--- src/rtl/fdn_mode_reg.sv ---
// fdn_mode_reg: WIDTH-bit hold/load/shift/mod-(MAXCNT+1) count register; FDN_DOWN_EN adds DIR down-count.
// Latency: 1 cycle, all outputs registered; no backpressure, EN=0 simply holds state.
module fdn_mode_reg #(
  parameter int          WIDTH  = 8,
  parameter int unsigned MAXCNT = 255,
  parameter int          size   = 50
) (
  input  logic             CLK,
  input  logic             RESET,
  input  logic             EN,
  input  logic [1:0]       MODE,
  input  logic [WIDTH-1:0] D,
  input  logic             SI,
`ifdef FDN_DOWN_EN
  input  logic             DIR,
`endif
  output logic [WIDTH-1:0] Q,
  output logic             SO,
  output logic             TC,
  output logic [size:0]    number
);

  localparam logic [1:0] MODE_HOLD  = 2'b00;
  localparam logic [1:0] MODE_LOAD  = 2'b01;
  localparam logic [1:0] MODE_SHIFT = 2'b10;
  localparam logic [1:0] MODE_COUNT = 2'b11;

  localparam logic [WIDTH-1:0] LP_MAX  = WIDTH'(MAXCNT);
  localparam logic [WIDTH-1:0] LP_ZERO = '0;
  localparam logic [WIDTH-1:0] LP_ONE  = WIDTH'(1);

`ifdef FDN_DOWN_EN
  localparam int LP_COST = 27*WIDTH + 20*WIDTH + 16 + 8*WIDTH;
`else
  localparam int LP_COST = 27*WIDTH + 20*WIDTH + 16;
`endif

  generate
    if (WIDTH < 2 || WIDTH > 32 || (64'(MAXCNT) >> WIDTH) != 64'd0) begin : g_param_bad
      $error("fdn_mode_reg: need 2<=WIDTH<=32 and MAXCNT < 2**WIDTH");
    end
  endgenerate

  logic [WIDTH-1:0] r_q;
  logic             r_so;
  logic             r_tc;
  logic [WIDTH-1:0] w_q_nxt;
  logic             w_so_nxt;
  logic             w_tc_nxt;

  always_comb begin
    w_q_nxt  = r_q;
    w_so_nxt = r_so;
    w_tc_nxt = 1'b0;
    if (EN) begin
      case (MODE)
        MODE_HOLD: ;
        MODE_LOAD: w_q_nxt = D;
        MODE_SHIFT: begin
          w_q_nxt  = {r_q[WIDTH-2:0], SI};
          w_so_nxt = r_q[WIDTH-1];
        end
        MODE_COUNT: begin
`ifdef FDN_DOWN_EN
          // Down-count: out-of-range values land on MAXCNT without flagging a wrap
          if (DIR) begin
            if (r_q == LP_ZERO) begin
              w_q_nxt  = LP_MAX;
              w_tc_nxt = 1'b1;
            end else if (r_q > LP_MAX) begin
              w_q_nxt = LP_MAX;
            end else begin
              w_q_nxt = r_q - LP_ONE;
            end
          end else
`endif
          if (r_q >= LP_MAX) begin
            w_q_nxt  = LP_ZERO;
            w_tc_nxt = 1'b1;
          end else begin
            w_q_nxt = r_q + LP_ONE;
          end
        end
        default: ;
      endcase
    end
  end

  always_ff @(posedge CLK or posedge RESET) begin
    if (RESET) begin
      r_q  <= '0;
      r_so <= 1'b0;
      r_tc <= 1'b0;
    end else begin
      r_q  <= w_q_nxt;
      r_so <= w_so_nxt;
      r_tc <= w_tc_nxt;
    end
  end

  assign Q      = r_q;
  assign SO     = r_so;
  assign TC     = r_tc;
  assign number = (size+1)'(LP_COST);

endmodule

--- config.mk ---
export PLATFORM = sky130hd
export DESIGN_NAME = fdn_mode_reg
export DESIGN_NICKNAME = d
export VERILOG_FILES = /design/src/rtl/fdn_mode_reg.sv
export SDC_FILE = /design/constraint.sdc
export NUM_CORES = 1
export LEC_CHECK = 0
export CORE_ASPECT_RATIO = 1.75
export CORE_MARGIN = 5
export CORE_UTILIZATION = 39
export DETAILED_ROUTE_END_ITERATION = 8
export PLACE_DENSITY_LB_ADDON = 0.05
export SLEW_MARGIN = 20
export SYNTH_ARGS = -nofsm -noshare
export SYNTH_HDL_FRONTEND = slang
export SYNTH_SLANG_ARGS = --single-unit
--- constraint.sdc ---
create_clock -name CLK -period 3.7 [get_ports CLK]
set_clock_uncertainty 0.05 [all_clocks]
set_input_delay 0.37 -clock CLK [delete_from_list [all_inputs] [get_ports CLK]]
set_output_delay 0.37 -clock CLK [all_outputs]
set_load 0.1 [all_outputs]
After elaboration in Yosys (flattened, before gate mapping):

Cells that the tools add are included.

* register bits: 10

* add/sub/neg operators: 1
* $lt $le $gt $ge: 1
* equal/unequal tests: 3
* multiplexer cells: 5
* reduce and logical (&&, ||, !) cells: 3

Operators with widths (count)
* $pmux 8 s3: 1
* $add 8x1->8 const B: 1
* $ge 8x8->1 const B: 1
* $mux 8: 1
* $eq 2x2->1 const B: 2
* $reduce_and 2->1: 2
* $mux 1: 3
* $reduce_bool 3->1: 1
* $eq 2x1->1 const B: 1

Longest topological paths before layout:

Gate-level depths: netlist of the first run.

* depth after elaboration: 4
* depth in mapped cells: 5
* mapped depth without buffers: 5

Least setup slack after synthesis of the first run:

OpenSTA, ideal clock, no wires.

* path kind: flip-flop to flip-flop
* from: reg r_q[1] (netlist: Q[1])
* to: reg r_q[0] (netlist: Q[0])
* setup time: 126 ps
* arrival time: 2067 ps
* data required time: 3524 ps
* path slack: 1457 ps
* cell stages (with the launch flop): 6
* buffers on the path: 0
* path through: dfrtp_1 -> ha_1 -> nand3_1 -> o211ai_2 -> nor2_1 -> o32a_1

* cells in the longest elaborated chain, start to end: 3

Ends and longest elaborated chain
* from (decl): line 44 `logic [WIDTH-1:0] r_q;`
* from (signal assigned): line 95 `r_q <= w_q_nxt;`
* $ge 8x8->1: line 77 `if (r_q >= LP_MAX) begin`
* $mux 8: line 77
* $pmux 8 s3: line 56 `case (MODE)`

No other way between the ends.
A chain may end at the register's enable or synchronous reset.

Final worst setup path of the first run:

* from: reg r_q[3] (netlist: Q[3])
* to: out Q[3]

RTL lines
* to (decl): line 17 `output logic [WIDTH-1:0] Q,`

No word-level cell between the ends.

==> flow_metrics.py, run 1 <==
metrics = {
    "worst_setup_path": {
        "worst_path_largest_cell_delay_ps": 1200,
        "crit_start": "Q[3]",
        "r2r_slack_ps": 2020,
        "arrival_ps": 1950,
        "crit_fanout": 8,
        "reg2reg_depth": 5,
        "cp_num_buf_inv": 1,
        "r2r_start": "Q[1]",
        "crit_path_start_kind": "register",
        "timing.rr.end": "Q[0]",
        "critPathTopFamily": "buffers and inverters",
        "crit_type": "register to output port",
        "cp_slowest_cell": "clkdlybuf4s50_1",
        "cp-end-kind": "output port",
        "worstPathCellList": "clkdlybuf4s50_1",
        "required_ps": 3280,
    },
    "timing": {
        "hold_ws_ps": 385,
        "period_share": 0.642,
        "tns_ps": 0,
        "final-max-slew-violation-count": 0,
        "relSlewSlack": 0.350,
        "fin_crit_ps": 2370,
        "hold_violations": 0,
        "rsz0062_at_grt": "no",
        "worst_pin_slew_ps": 972,
        "setup_viol": 0,
        "max_freq_ghz": 0.421,
    },
    "synthesis": {
        "synth_top_area_cell": "buf_4",
        "synth_cell_types": 37,
        "synth_flop_cell": "dfrtp_1",
        "synth-seq-cells": 10,
        "syn-cell-area_sq_um": 1120,
        "synth_top_cell_area_share": 0.342,
        "synth.area.top_cells": "buf_4, dfrtp_1, nand3_1",
        "synth-seq-area-share": 0.223,
        "synth-async-reset-ratio": 1.00,
        "yosys_warnings": 0,
        "syn_inst": 139,
        "syn_area_per_cell_sq_um": 8.06,
        "synth_edf_count": 0,
    },
    "cells_and_area": {
        "antenna_cells": 0,
        "final_area_sq_um": 1210,
        "final_common_cell": "conb_1",
        "layout_common_cells": "conb_1, clkdlybuf4s50_1, dfrtp_1",
        "fin_util": 0.444,
        "drive_above_1_share": 0.0566,
        "area_delta_synth_final_pct": 7.93,
        "nets": 176,
    },
    "die": {
        "die_w_um": 50.5,
        "dieArea_sq_um": 4090,
        "start_util": 0.411,
        "std_cell_rows": 25,
        "ioPinCount": 75,
        "core_sq_um": 2720,
        "die-height_um": 80.9,
    },
    "pwr": {
        "combPwrFrac": 0.654,
        "seq_power_share": 0.208,
        "p_int_w": 0.000293,
        "switching_power_w": 0.000537,
        "clock_power_share": 0.137,
        "p_per_area_nw_per_um2": 687,
        "ir_drop_uv": 299,
        "leakage_nw": 0.567,
        "total_power_w": 0.000831,
        "switching_share": 0.647,
    },
    "placement": {
        "portBuffers": 23,
        "dp_hpwl_mm": 2.19,
        "finalWeightedCongestion": 0.786,
        "dpl_cell_area_sq_um": 1170,
    },
    "detailed_routing": {
        "routedWlPerCell_um": 14.3,
        "drt_iter0_drc": 36,
        "post-route-drc-count": 0,
        "dr_total_vias": 895,
        "dr.pass1.iters": 4,
        "wirelength_mm": 2.66,
        "viasPerCell": 4.81,
        "ant_nets": 0,
    },
    "clock_tree": {
        "clk-insertion-delay-late_ps": 230,
        "clock_sinks": 10,
        "clock_path_buffers": 2,
        "ctsHoldBuffers": 0,
        "cts_tree": "built",
        "root_buffer": "clkbuf_8",
        "cts_buffers": 3,
        "cts_setup_buffers": 0,
        "clkSlewWorstSetupHoldPaths_ps": 50,
        "cts_resized": 0,
        "htree_levels": 1,
    },
    "global_routing": {
        "grt_max_degree": 18,
        "grt_pass1_wl_mm": 4.08,
        "antenna_found_initial": 0,
        "grt_usage": 0.124,
        "grt_overflow_total": 0,
        "grt_pass1_vias": 910,
    },
    "run": {
        "maxCapViolations": 0,
    },
    "worst_hold_path": {
        "hold_path.class": "input pin to async pin",
    },
    "run_status": {
        "status": "complete, no violations",
    },
}
-- cell usage after synthesis (2+ instances only) --
cell / number
o22ai_1: 5
a2bb2oi_1: 3
o211ai_1: 2
nor2b_1: 4
conb_1: 2
nand3_1: 7
clkbuf_1: 2
nand2b_1: 2
inv_1: 7
o21a_1: 2
o32ai_1: 2
a22oi_1: 2
dfrtp_1: 10
o21ai_0: 7
nand2_1: 3
nor2_1: 4
buf_4: 51
a21oi_1: 4
nor3_1: 2
-- stage by stage --
step	setup WS [ps]	std cells
final	1330	186
after global routing	1290	186
after CTS	1320	186
after detailed placement	1440	183
after global placement	1490	183
after floorplan	1460	188
-- flip-flops by register name (all words and copies together) (netlist names) --
name  cells
Q         8
SO        1
TC        1
-- power by group through the flow --
stage | logic, W | clock network [W] | registers, W
2_1_floorplan | 0.000350 | 0 | 0.000324
3_3_place_gp | 0.000541 | 0 | 0.000174
3_5_place_dp | 0.000542 | 0 | 0.000174
4_1_cts | 0.000542 | 0.000117 | 0.000173
5_1_grt | 0.000562 | 0.000121 | 0.000178
6_report | 0.000544 | 0.000114 | 0.000173
-- metal layers --
metal  vias to the layer above  global-route usage  wire (um)
met3                         4              0.0312        227
met4                         0              0.0537         31
li1                        421                   -          -
met1                       423               0.130        926
met5                         -                   0          0
met2                        47               0.226       1480
-- layout make-up --
type                       count  area, sq um
fill                         295         1510
multi-input combinational    115          623
sequential                    10          250
timing repair buffer          23          230
clock buffer                   3         41.3
tap                           27         33.8
inverter                       8         30.0
-- how the worst max path moves through the flow --
stage	slack [ps]	cells after the start	to
after floorplan	1460	5	Q[0]
after global placement	1490	5	Q[2]
after detailed placement	1440	5	Q[2]
after CTS	1320	1	Q[3]
after global routing	1290	1	Q[3]
final	1330	1	Q[3]
-- cell families after synthesis --
family,share of synthesized area
DFF,0.223
buffers and inverters,0.384
and+or+nand+nor,0.127
adders and majority gates,0.0112
other,0.00671
AOI/OAI and AO/OA,0.237
muxes,0.0101
(Power assumes the default switching activity.)
==> inputs of run 2 (changes only) <==
--- a/config.mk
+++ b/config.mk
@@ -7,7 +7,7 @@
 export LEC_CHECK = 0
 export CORE_ASPECT_RATIO = 1.75
 export CORE_MARGIN = 5
-export CORE_UTILIZATION = 39
+export CORE_UTILIZATION = 36
 export DETAILED_ROUTE_END_ITERATION = 8
 export PLACE_DENSITY_LB_ADDON = 0.05
 export SLEW_MARGIN = 20
==> constraint.sdc (replaced) <==
create_clock -name CLK -period 2.4 [get_ports CLK]
set_clock_uncertainty 0.05 [all_clocks]
set_input_delay 0.24 -clock CLK [delete_from_list [all_inputs] [get_ports CLK]]
set_output_delay 0.24 -clock CLK [all_outputs]
set_load 0.1 [all_outputs]
==> flow_metrics.py, run 2 (synthesis results as in run 1) <==
metrics = {
    "worst_setup_path": {
        "cp-end-kind": "register",
        "crit_type": "register to register",
        "required_ps": 2470,
        "crit_path_start_kind": "register",
        "arrival_ps": 1800,
        "crit_fanout": 7,
    },
    "detailed_routing": {
        "dr.pass1.iters": 4,
        "post-route-drc-count": 0,
        "wirelength_mm": 2.78,
        "routedWlPerCell_um": 13.6,
        "drt_iter0_drc": 12,
        "dr_total_vias": 897,
        "ant_nets": 0,
        "viasPerCell": 4.38,
    },
    "cells_and_area": {
        "drive_above_1_share": 0.141,
        "fin_util": 0.418,
        "area_delta_synth_final_pct": 10.6,
        "final_area_sq_um": 1240,
        "nets": 179,
        "largest_reg_flops": 8,
        "final_common_cell": "conb_1",
        "nFillCells": 327,
        "layout_common_cells": "conb_1, clkdlybuf4s50_1, buf_4",
        "antenna_cells": 0,
    },
    "die": {
        "dieArea_sq_um": 4370,
        "std_cell_rows": 26,
        "die_w_um": 52.2,
        "die-height_um": 83.8,
        "start_util": 0.378,
        "ioPinCount": 75,
        "core_sq_um": 2960,
    },
    "clock_tree": {
        "clk-insertion-delay-late_ps": 240,
        "cts_setup_buffers": 0,
        "clock_path_buffers": 2,
        "ctsHoldBuffers": 0,
        "cts_tree": "built",
        "cts_resized": 0,
        "cts_buffers": 3,
        "clock_sinks": 10,
        "htree_levels": 1,
        "root_buffer": "clkbuf_8",
        "clkSlewWorstSetupHoldPaths_ps": 50,
    },
    "pwr": {
        "leakage_nw": 0.600,
        "p_per_area_nw_per_um2": 1060,
        "ir_drop_uv": 509,
    },
    "timing": {
        "fin_crit_ps": 1730,
        "rsz0062_at_grt": "no",
        "setup_viol": 0,
        "final-max-slew-violation-count": 0,
        "period_share": 0.720,
        "max_freq_ghz": 0.578,
        "hold_ws_ps": 245,
        "tns_ps": 0,
        "hold_violations": 0,
    },
    "global_routing": {
        "grt_pass1_wl_mm": 4.33,
        "grt_max_degree": 12,
        "grt_pass1_vias": 885,
        "antenna_found_initial": 0,
        "use_met3": 0.0250,
        "grt.met2_usage": 0.214,
        "grt_overflow_total": 0,
        "grt_usage": 0.129,
        "busiest_layer": "met2",
        "grtUsageMet1": 0.146,
    },
    "run": {
        "maxCapViolations": 0,
    },
    "placement": {
        "portBuffers": 23,
        "dp_hpwl_mm": 2.22,
        "dpl_cell_area_sq_um": 1180,
        "finalWeightedCongestion": 0.858,
    },
    "worst_hold_path": {
        "hold_path.class": "input pin to async pin",
    },
    "run_status": {
        "status": "complete, no violations",
    },
}
run 2: path summary, 6_finish.rpt:
kind	slack, ps	startpoint	endpoint	cells after the start
max	670	Q[1]	Q[0]	5
min	250	RESET	Q[5]	2
max reg2reg	670	Q[1]	Q[0]	5
min reg2reg	460	SO	SO	2
max in group asynchronous	1750	RESET	Q[1]	2
min in group CLK	460	SO	SO	2
run 2: critical path: stages (launching register included):
cell and delay, ps:
dfrtp_1 460, ha_1 270, nand3_1 130, o211ai_2 280, nor2_1 70, o32a_1 350
run 2: stage by stage:
step	std cells	total power, W	worst slack, ps
finish	205	0.00132	671
global route	205	0.00136	537
CTS	205	0.00132	666
detailed placement	201	0.00110	475
global placement	201	0.00110	530
floorplan	188	0.00104	157
run 2: layout make-up:
type	instances	area, sq um	area share
clock buffer	4	55.1	0.0444
inverter	8	30.0	0.0242
multi-input combinational	115	623	0.503
sequential	10	250	0.202
tap	42	52.6	0.0424
timing repair buffer	26	228	0.184
run 2: where the power goes:
group	switching [W]	internal, W	total (W)
sequential	0.0000656	0.000202	0.000268
combinational	0.000700	0.000131	0.000831
clock	0.0000725	0.000145	0.000217
run 2: routing by layer:
metal  part of all wire  wire length [um]
met3              0.078               217
met5                  0                 0
met1               0.38              1070
met2               0.51              1420
met4              0.028                77
==> inputs of run 3 (changes only) <==
==> constraint.sdc (replaced) <==
create_clock -name CLK -period 1.7 [get_ports CLK]
set_clock_uncertainty 0.05 [all_clocks]
set_input_delay 0.17 -clock CLK [delete_from_list [all_inputs] [get_ports CLK]]
set_output_delay 0.17 -clock CLK [all_outputs]
set_load 0.1 [all_outputs]
==> flow_metrics.py, run 3 (synthesis results as in run 1) <==
metrics = {
    "cells_and_area": {
        "area_delta_synth_final_pct": 25.6,
        "ff_latch_area_sq_um": 273,
        "largest_reg_flops": 8,
        "nets": 183,
        "drive_above_1_share": 0.210,
        "nFillCells": 300,
        "final_cells": 209,
        "final_common_cell": "conb_1",
        "multi_input_area_sq_um": 636,
        "layout_common_cells": "conb_1, clkdlybuf4s50_1, buf_12",
        "antenna_cells": 0,
    },
    "die": {
        "die-height_um": 83.8,
        "std_cell_rows": 26,
        "core_sq_um": 2960,
        "dieArea_sq_um": 4370,
        "ioPinCount": 75,
        "die_w_um": 52.2,
        "start_util": 0.378,
    },
    "timing": {
        "max_freq_ghz": 0.621,
        "hold_ws_ps": 183,
        "tns_ps": 0,
        "setup_viol": 0,
        "setup_slack_ps": 88.5,
        "rsz0062_at_grt": "no",
        "final-max-slew-violation-count": 0,
        "fin_crit_ps": 1610,
        "hold_violations": 0,
        "period_share": 0.948,
    },
    "detailed_routing": {
        "routedWlPerCell_um": 14.0,
        "wirelength_mm": 2.94,
        "viasPerCell": 4.58,
        "dr.pass1.iters": 6,
        "dr_total_vias": 957,
        "post-route-drc-count": 0,
        "drt_iter0_drc": 51,
        "ant_nets": 0,
    },
    "worst_setup_path": {
        "crit_fanout": 7,
        "cp-end-kind": "register",
        "reg2reg_depth": 5,
        "path_depth": 5,
        "cp_num_buf_inv": 0,
        "timing.rr.end": "Q[0]",
        "r2r_slack_ps": 90,
        "worstPathCellList": "ha_4, nand3_1, o211ai_2, nor2_1, o32a_1",
        "crit_type": "register to register",
        "cp_slowest_cell": "dfrtp_4",
        "arrival_ps": 1680,
        "endpoint": "Q[0]",
        "critPathTopFamily": "compound AO/OA/AOI/OAI gates",
        "crit_path_start_kind": "register",
        "r2r_start": "Q[0]",
        "required_ps": 1770,
        "crit_start": "Q[0]",
        "worst_path_largest_cell_delay_ps": 470,
    },
    "global_routing": {
        "antenna_found_initial": 0,
        "grt_overflow_total": 0,
        "grt_pass1_wl_mm": 4.75,
        "grt_pass1_vias": 998,
        "grt_max_degree": 13,
        "grt_usage": 0.140,
    },
    "clock_tree": {
        "clkSlewWorstSetupHoldPaths_ps": 60,
        "root_buffer": "clkbuf_8",
        "cts_setup_buffers": 0,
        "cts_buffers": 3,
        "clock_sinks": 10,
        "clock_path_buffers": 2,
        "cts_resized": 0,
        "ctsHoldBuffers": 0,
        "clk-insertion-delay-late_ps": 240,
        "htree_levels": 1,
        "cts_tree": "built",
    },
    "pwr": {
        "ir_drop_uv": 683,
        "p_per_area_nw_per_um2": 1440,
        "total_power_w": 0.00202,
        "leakage_nw": 0.645,
    },
    "run": {
        "maxCapViolations": 0,
    },
    "run_status": {
        "status": "complete, no violations",
    },
    "placement": {
        "dp.cells": 205,
        "dp_hpwl_mm": 2.40,
        "place_ws_ps": -17.8,
        "portBuffers": 23,
        "finalWeightedCongestion": 0.852,
    },
    "worst_hold_path": {
        "hold_path.class": "input pin to async pin",
    },
}
[run 3: through the flow]
stage | instance area [sq um] | utilization
after floorplan | 1340 | -
after global placement | 1360 | 0.460
after detailed placement | 1360 | 0.460
after CTS | 1410 | 0.475
after global routing | 1410 | 0.475
final | 1410 | 0.475
[run 3: power breakdown]
part / total, W / internal (W) / switching [W] / leakage, nW
clock network: 0.000269 / 0.000165 / 0.000104 / 0.0228
logic: 0.00133 / 0.000329 / 0.00101 / 0.508
registers: 0.000419 / 0.000308 / 0.000112 / 0.114
total: 0.00202 / 0.000801 / 0.00122 / 0.645
[run 3: worst min path at each step]
stage / from / endpoint
2_1_floorplan: RESET / SO
3_3_place_gp: RESET / Q[2]
3_5_place_dp: RESET / Q[2]
4_1_cts: RESET / Q[4]
5_1_grt: RESET / Q[4]
6_report: RESET / Q[4]
[run 3: area by class of cell]
| class | instances | share of cell area |
|---|---|---|
| flip-flops and latches | 10 | 0.194 |
| multi-input cells | 115 | 0.452 |
| repair buffers | 30 | 0.263 |
| well taps | 42 | 0.0374 |
| clock buffers | 4 | 0.0320 |
| inverters | 8 | 0.0214 |
[run 3: routing by layer]
| metal | up-vias | track usage | part of all wire |
|---|---|---|---|
| li1 | 438 | - | - |
| met1 | 450 | 0.143 | 0.32 |
| met2 | 59 | 0.259 | 0.56 |
| met3 | 10 | 0.0215 | 0.088 |
| met4 | 0 | 0.0698 | 0.035 |
| met5 | - | 0 | 0 |
[run 3: worst register-to-register path, stage by stage, from the launching register on]
cell	delay (ps)
dfrtp_4	470
ha_4	160
nand3_1	110
o211ai_2	280
nor2_1	80
o32a_1	340
